<file path="src/rtl/sens_par12_rcv.sv">
// Front-end receiver for the 12-bit parallel sensor port: turns raw BPF/HACT/VACT
// strobes into a framed pixel stream with indices, markers, geometry and sticky error flags.
module sens_par12_rcv #(
    parameter int DATA_WIDTH = 12,
    parameter int COL_BITS   = 12,
    parameter int ROW_BITS   = 12,
    parameter int PASS_BPF   = 0
) (
    input  logic                  pclk,
    input  logic                  prst,
    input  logic                  en,
    input  logic [DATA_WIDTH-1:0] ipx,
    input  logic                  ibpf,
    input  logic                  ihact,
    input  logic                  ivact,
    output logic [DATA_WIDTH-1:0] pxd,
    output logic                  pxd_valid,
    output logic                  bpf_valid,
    output logic                  sof,
    output logic                  eol,
    output logic                  eof,
    output logic [COL_BITS-1:0]   col,
    output logic [ROW_BITS-1:0]   row,
    output logic                  frame_busy,
    output logic [COL_BITS-1:0]   last_width,
    output logic [ROW_BITS-1:0]   last_height,
    output logic                  err_width,
    output logic                  err_sync
);

    typedef enum logic [1:0] {ST_IDLE, ST_SYNC, ST_ARMED, ST_FRAME} state_t;

    state_t state_reg, state_next;

    logic [DATA_WIDTH-1:0] r1_px_reg, r2_px_reg;
    logic r1_bpf_reg, r1_hact_reg, r1_vact_reg;
    logic r2_bpf_reg, r2_hact_reg, r2_vact_reg;

    logic [DATA_WIDTH-1:0] pxd_reg;
    logic                  pxd_valid_reg, bpf_valid_reg;
    logic                  sof_reg, eol_reg, eof_reg;
    logic [COL_BITS-1:0]   col_reg, last_width_reg;
    logic [ROW_BITS-1:0]   row_reg, last_height_reg, line_cnt_reg;
    logic                  frame_busy_reg, first_line_reg;
    logic                  err_width_reg, err_sync_reg;

    logic                  in_frame, pix_hact, pix_bpf;
    logic                  sof_next, eol_next, eof_next, sync_hit, first_line;
    logic [COL_BITS-1:0]   col_inc, col_next, line_width;
    logic [ROW_BITS-1:0]   row_inc, line_base, line_cnt_next;

    // Two-stage pin pipeline; r1 doubles as one-cycle lookahead for r2.
    always_ff @(posedge pclk or posedge prst) begin
        if (prst) begin
            r1_px_reg   <= '0;
            r1_bpf_reg  <= 1'b0;
            r1_hact_reg <= 1'b0;
            r1_vact_reg <= 1'b0;
            r2_px_reg   <= '0;
            r2_bpf_reg  <= 1'b0;
            r2_hact_reg <= 1'b0;
            r2_vact_reg <= 1'b0;
        end else begin
            r1_px_reg   <= ipx;
            r1_bpf_reg  <= ibpf;
            r1_hact_reg <= ihact;
            r1_vact_reg <= ivact;
            r2_px_reg   <= r1_px_reg;
            r2_bpf_reg  <= r1_bpf_reg;
            r2_hact_reg <= r1_hact_reg;
            r2_vact_reg <= r1_vact_reg;
        end
    end

    always_ff @(posedge pclk or posedge prst) begin
        if (prst) begin
            state_reg <= ST_IDLE;
        end else begin
            state_reg <= state_next;
        end
    end

    always_comb begin
        state_next = state_reg;
        case (state_reg)
            ST_IDLE: begin
                if (en) state_next = ST_SYNC;
            end
            ST_SYNC: begin
                if (!en)              state_next = ST_IDLE;
                else if (!r1_vact_reg) state_next = ST_ARMED;
            end
            ST_ARMED: begin
                if (!en)                              state_next = ST_IDLE;
                else if (r1_vact_reg && !r2_vact_reg) state_next = ST_FRAME;
            end
            ST_FRAME: begin
                // A frame always runs to its VACT fall, even if en drops.
                if (r2_vact_reg && !r1_vact_reg) state_next = en ? ST_ARMED : ST_IDLE;
            end
            default: state_next = ST_IDLE;
        endcase
    end

    always_comb begin
        in_frame  = (state_reg == ST_FRAME);
        pix_hact  = in_frame && r2_hact_reg && !r2_bpf_reg;
        pix_bpf   = in_frame && r2_bpf_reg && !r2_hact_reg && (PASS_BPF != 0);
        sof_next  = in_frame && !frame_busy_reg;
        eol_next  = pix_hact && !r1_hact_reg;
        eof_next  = in_frame && r2_vact_reg && !r1_vact_reg;
        sync_hit  = ((state_reg == ST_FRAME) || (state_reg == ST_ARMED)) &&
                    ((!r2_vact_reg && (r2_hact_reg || r2_bpf_reg)) || (r2_hact_reg && r2_bpf_reg));

        col_inc = (&col_reg) ? col_reg : col_reg + 1'b1;
        row_inc = (&row_reg) ? row_reg : row_reg + 1'b1;

        // A run continues only if the previous output pixel was of the same kind.
        col_next = '0;
        if (pix_hact)     col_next = pxd_valid_reg ? col_inc : '0;
        else if (pix_bpf) col_next = bpf_valid_reg ? col_inc : '0;

        line_width    = (&col_next) ? col_next : col_next + 1'b1;
        first_line    = sof_next || first_line_reg;
        line_base     = sof_next ? '0 : line_cnt_reg;
        line_cnt_next = (eol_next && !(&line_base)) ? line_base + 1'b1 : line_base;
    end

    always_ff @(posedge pclk or posedge prst) begin
        if (prst) begin
            pxd_reg         <= '0;
            pxd_valid_reg   <= 1'b0;
            bpf_valid_reg   <= 1'b0;
            sof_reg         <= 1'b0;
            eol_reg         <= 1'b0;
            eof_reg         <= 1'b0;
            col_reg         <= '0;
            row_reg         <= '0;
            frame_busy_reg  <= 1'b0;
            line_cnt_reg    <= '0;
            first_line_reg  <= 1'b0;
            last_width_reg  <= '0;
            last_height_reg <= '0;
            err_width_reg   <= 1'b0;
            err_sync_reg    <= 1'b0;
        end else begin
            pxd_reg        <= (pix_hact || pix_bpf) ? r2_px_reg : '0;
            pxd_valid_reg  <= pix_hact;
            bpf_valid_reg  <= pix_bpf;
            sof_reg        <= sof_next;
            eol_reg        <= eol_next;
            eof_reg        <= eof_next;
            col_reg        <= col_next;
            row_reg        <= sof_next ? '0 : (eol_reg ? row_inc : row_reg);
            frame_busy_reg <= sof_next || (frame_busy_reg && !eof_reg);
            line_cnt_reg   <= line_cnt_next;
            if (sof_next) first_line_reg <= 1'b1;
            if (eol_next) first_line_reg <= 1'b0;
            if (eol_next && first_line) last_width_reg <= line_width;
            if (eof_next) last_height_reg <= line_cnt_next;
            err_width_reg  <= (err_width_reg && !sof_next) ||
                              (eol_next && !first_line && (line_width != last_width_reg));
            err_sync_reg   <= (err_sync_reg && !sof_next) || sync_hit;
        end
    end

    assign pxd         = pxd_reg;
    assign pxd_valid   = pxd_valid_reg;
    assign bpf_valid   = bpf_valid_reg;
    assign sof         = sof_reg;
    assign eol         = eol_reg;
    assign eof         = eof_reg;
    assign col         = col_reg;
    assign row         = row_reg;
    assign frame_busy  = frame_busy_reg;
    assign last_width  = last_width_reg;
    assign last_height = last_height_reg;
    assign err_width   = err_width_reg;
    assign err_sync    = err_sync_reg;

endmodule

</file>
<file path="config.mk">
export PLATFORM = sky130hd
export DESIGN_NAME = sens_par12_rcv
export DESIGN_NICKNAME = d
export VERILOG_FILES = /design/src/rtl/sens_par12_rcv.sv
export SDC_FILE = /design/constraint.sdc
export NUM_CORES = 1
export LEC_CHECK = 0
export ABC_CLOCK_PERIOD_IN_PS = 9800
export CAP_MARGIN = 0
export CORE_UTILIZATION = 30
export CTS_BUF_LIST = sky130_fd_sc_hd__clkbuf_16
export DETAILED_ROUTE_END_ITERATION = 8
export GPL_TIMING_DRIVEN = 1
export SYNTH_ARGS = -nofsm -noshare
export SYNTH_HDL_FRONTEND = slang
export SYNTH_SLANG_ARGS = --single-unit
export TNS_END_PERCENT = 20
</file>
<file path="constraint.sdc">
create_clock -name pclk -period 9.8 [get_ports pclk]
set_input_delay 0.98 -clock pclk [delete_from_list [all_inputs] [get_ports pclk]]
set_output_delay 0.98 -clock pclk [all_outputs]
set_load 0.01 [all_outputs]
</file>
-- After elaboration in Yosys (flattened, before gate mapping)
Cells that the tools add are included.
- memories: 0
- word-level logic and storage cells: 99
- input bits: 18
- bits in writable memories: 0
- latch bits: 0
- flip-flop bits (word level): 112
- bits in read-only memories: 0
- $mul: 0
- reduce and logical (&&, ||, !) cells: 43
- equality and inequality tests: 9
- mux-type cells: 20
- divide/modulo/power cells: 0
- bitwise gates (word level): 0
- add/subtract/negate cells: 4
- magnitude comparators: 0
- shifts and indexed selects: 0
- operators with widths (cell ; number):
    2-to-1 mux 12 bit ; 10
    adder 12 x 1 -> 12 bit, second input constant ; 4
    AND reduction 12 bit ; 4
    logical AND 1 bit ; 18
    2-to-1 mux 2 bit ; 7
    != test 12 bit ; 1
    logical NOT 1 bit ; 9
    case mux 2 bit (4 select lines) ; 1
    logical OR 1 bit ; 7
    != test 3 bit, second input constant ; 2
    == test 2 bit, second input constant ; 2
    != test 2 bit, second input constant ; 2
    AND reduction 4 bit ; 1
    nonzero test 2 bit ; 2
    == test 2 x 1 -> 1 bit, second input constant ; 1
    logical NOT 2 bit ; 1
    2-to-1 mux 1 bit ; 2
    != test 2 x 1 -> 1 bit, second input constant ; 1
    AND reduction 2 bit ; 1

-- Logic depth before layout (Yosys ltp)
- depth after elaboration: 9
- depth in mapped cells: 13

-- Worst setup path before layout
No wires, ideal clock.
- kind: register to register
- start point: register col_reg[0], in the netlist col[0]
- end point: register err_width_reg, in the netlist err_width
- slack: 6.367 ns
- period minus slack after synthesis: 3.433 ns
- arrival: 3.302 ns
- buffers on the path: 1
- cell stages (with the launch flop): 12
- path through: dfrtp_1 > ha_1 > clkbuf_1 > inv_1 > nor4_2 > mux2i_1 > nand3_1 > nor4_1 > mux2i_1 > xnor2_1 > nor4_1 > a21oi_1
- longest elaborated chain between the ends: 9
- elaborated cells between the ends (all ways): 11
- those cells by class: add/sub: 2; eq/ne: 1; mux: 4; reduce/logical: 4
- RTL lines (element ; RTL line ; RTL):
    start: declaration ; 42 ; logic [COL_BITS-1:0] col_reg, last_width_reg;
    start signal: assignment ; 153 ; col_reg <= col_next;
    adder 12 x 1 -> 12 bit / AND reduction 12 bit (equally long branches) ; 115 ; col_inc = (&col_reg) ? col_reg : col_reg + 1'b1;
    2-to-1 mux 12 bit * ; 115 ;
    2-to-1 mux 12 bit * (2 in series) ; 120 ; if (pix_hact) col_next = pxd_valid_reg ? col_inc : '0;
    adder 12 x 1 -> 12 bit / AND reduction 12 bit (equally long branches) ; 123 ; line_width = (&col_next) ? col_next : col_next + 1'b1;
    2-to-1 mux 12 bit * ; 123 ;
    != test 12 bit * ; 162 ; (eol_next && !first_line && (line_width != last_width_reg));
    logical AND 1 bit * ; 162 ;
    logical OR 1 bit * ; 161 ; err_width_reg <= (err_width_reg && !sof_next) ||
    end signal: assignment ; 161 ;
    end: declaration ; 45 ; logic err_width_reg, err_sync_reg;
Every way passes the cells marked *; elsewhere a longest branch is shown, timed or not.
A chain may end at the register's enable or synchronous reset.

-- Worst setup path after layout
Ends and elaborated chain as after synthesis.

==> results.json <==
{
  "cp-start-kind": "register",
  "cts_hold_buf": 0,
  "crit_path_cell_trace": "ha_1 -> inv_1 -> nor4_2 -> mux2i_1 -> nand3_1 -> nor4_1 -> mux2i_1 -> xnor2_1 -> nor4_1 -> a21oi_1",
  "drt-wirelength-per-cell_um": 14.4,
  "clock_skew_ns": 0.0133,
  "synthCells": 471,
  "crit_type": "register to register",
  "io_buffer_count": 84,
  "dp_hpwl_um": 7970,
  "p_sw_uw": 261,
  "syn_area_per_cell_um2": 10.5,
  "cts_sinks": 112,
  "grt_start_max_net_pins": 61,
  "drive_gt1_share_pct": 5.95,
  "maxSlewViolCount": 0,
  "area_growth_pct": 27.2,
  "tritoncts": "done",
  "finalSetupViolCount": 0,
  "fillers": 1573,
  "crit_family": "simple AND/OR/NAND/NOR gates",
  "routed_via_density": 4.75,
  "final.period_utilization_pct": 40.3,
  "gp_congestion": 0.776,
  "p_clk_share_pct": 37.3,
  "p_int_uw": 720,
  "core_um2": 15900,
  "clk_latency_ns": 0.36,
  "syn_nets": 492,
  "power.leakage_uw": 0.00270,
  "ys_ff_latch": 112,
  "power_uw": 981,
  "die_x_um": 130,
  "drc": 0,
  "crit_slowest_cell": "nor4_1",
  "cp.required_ns": 10.04,
  "crit_arrival_ns": 4.19,
  "cts_setup_buffers": 0,
  "initial_utilization_pct": 30.9,
  "fin_util_pct": 39.3,
  "crit_path_max_incr_delay_ns": 0.55,
  "drt-initial-drc-count": 178,
  "ant_nets": 0,
  "async_flop_share_pct": 100,
  "gr-total-overflow": 0,
  "swShare_pct": 26.6,
  "die_height_um": 130,
  "layout_common_cells": "dfrtp_1, clkdlybuf4s50_1, nand2_1, nor2_1",
  "htree_levels": 3,
  "power_density_nw_per_um2": 157,
  "crit_buf_inv": 1,
  "mostFrequentLayoutCell": "dfrtp_1",
  "grt_pass1_wl_um": 18400,
  "cts-buffers-inserted": 9,
  "antenna_found_initial": 0,
  "vdd_drop_max_mv": 0.0893,
  "dieArea_um2": 16900,
  "layout_min_cycle_time_ns": 3.95,
  "first_pass_iters": 6,
  "crit_fanout": 10,
  "antennaDiodeCount": 0,
  "synth_edf_count": 0,
  "clock.fmax_mhz": 253,
  "hold_violations": 0,
  "clk_pin_slew_ns": 0.08,
  "grt_pass1_vias": 3722,
  "multi_input_area_um2": 1960,
  "clockBufferDepth": 2,
  "seqPwrFrac_pct": 52.4,
  "relSlewSlack_pct": 47.0,
  "ios": 86,
  "syn_area_um2": 4920,
  "fin_tns_setup_ns": 0,
  "synth_cell_types": 59,
  "rsz0062_at_grt": "no",
  "std_cell_rows": 46,
  "cts-root-buf": "clkbuf_16",
  "yosysWarnings": 0,
  "min_path_type": "register to register",
  "status": "complete, no violations",
  "route.vias.total": 3666,
  "regArea_um2": 2800,
  "nets": 571,
  "synthFlopType": "dfrtp_1",
  "max_cap_violations": 0,
  "synth_seq_area_share_pct": 56.9,
  "post_cts_resize_count": 0,
  "endpoint_kind": "register",
  "p_comb_share_pct": 10.4,
  "grt_util_all_layers_pct": 14.1,
  "wl_um": 11100,
  "worstMarginPinSlew_ns": 0.792
}
-- metal layers --
| layer | track usage, % | up-vias | share of wire, % |
|---|---|---|---|
| li1 | - | 1788 | - |
| met1 | 17.8 | 1786 | 46 |
| met2 | 23.5 | 80 | 48 |
| met3 | 3.16 | 12 | 4.4 |
| met4 | 5.81 | 0 | 1.7 |
| met5 | 0 | - | 0 |
-- worst register-to-register path: stages, from the launching register on --
cell     delay, ns
dfrtp_1       0.48
ha_1          0.41
inv_1         0.14
nor4_2        0.52
mux2i_1       0.54
nand3_1       0.42
nor4_1        0.55
mux2i_1       0.35
xnor2_1       0.10
nor4_1        0.22
a21oi_1       0.10
-- path summary, 6_finish.rpt --
path | start | endpoint | slack, ns | cells after the start
min in group asynchronous | prst | r1_px_reg[5] | 1.06 | 2
setup reg to reg | col[0] | err_width | 5.85 | 10
hold / removal | r1_px_reg[7] | r2_px_reg[7] | 0.35 | 0
hold reg to reg | r1_px_reg[7] | r2_px_reg[7] | 0.35 | 0
setup / recovery | col[0] | err_width | 5.85 | 10
max in group asynchronous | prst | frame_busy | 7.51 | 3
-- through the flow --
step | instances | hold slack, ns | cell area [um2] | worst slack [ns]
global placement | 755 | 0.333 | 5960 | 6.09
global route | 771 | 0.365 | 6260 | 5.60
finish | 771 | 0.346 | 6260 | 5.85
detailed placement | 755 | 0.336 | 5960 | 5.92
CTS | 771 | 0.348 | 6260 | 5.90
floorplan | 471 | 0.331 | 4920 | 5.86
-- synthesized netlist by cell type, types with 4 or more instances --
library cell	n	area share (%)
a21oi_1	7	0.71
a31oi_1	5	0.64
and2_1	17	2.2
and3_1	7	0.89
and4_1	4	0.71
buf_2	4	0.41
clkbuf_1	10	0.76
dfrtp_1	112	57
inv_1	16	1.2
mux2i_1	10	2.0
nand2_1	70	5.3
nand3_1	20	2.0
nand4_1	11	1.4
nor2_1	40	3.0
nor3_1	8	0.81
nor4_1	4	0.51
o21ai_0	20	2.0
o31ai_1	10	1.5
or3_1	5	0.64
xnor2_1	16	2.8
xor2_1	17	3.0
-- power by group through the flow --
stage               clock network, uW  registers [uW]  logic (uW)
floorplan                           0             519        58.7
CTS                               382             514         105
finish                            366             514         102
detailed placement                  0             523         105
global route                      399             518         115
global placement                    0             522         102
-- layout make-up --
cell class	count	share of cell area, %
inverters	18	1.20
clock inverters	7	1.22
well taps	216	4.31
repair buffers	86	13.7
multi-input cells	323	31.3
flip-flops and latches	112	44.7
clock buffers	9	3.60
-- cell families (layout without fill, tap and decap cells) --
group / count (synthesis) / in the layout / share of synthesized area (%)
other: 1 / 1 / 0.0761
adder cells (fa/ha/maj): 3 / 3 / 0.762
flip-flops: 112 / 112 / 56.9
AO/OA/AOI/OAI: 68 / 68 / 9.07
multiplexers: 13 / 13 / 2.72
buffers and inverters: 36 / 120 / 3.33
AND/OR/NAND/NOR: 205 / 205 / 21.3
XOR/XNOR: 33 / 33 / 5.87
Note: power is estimated with default switching activity, not from simulation.
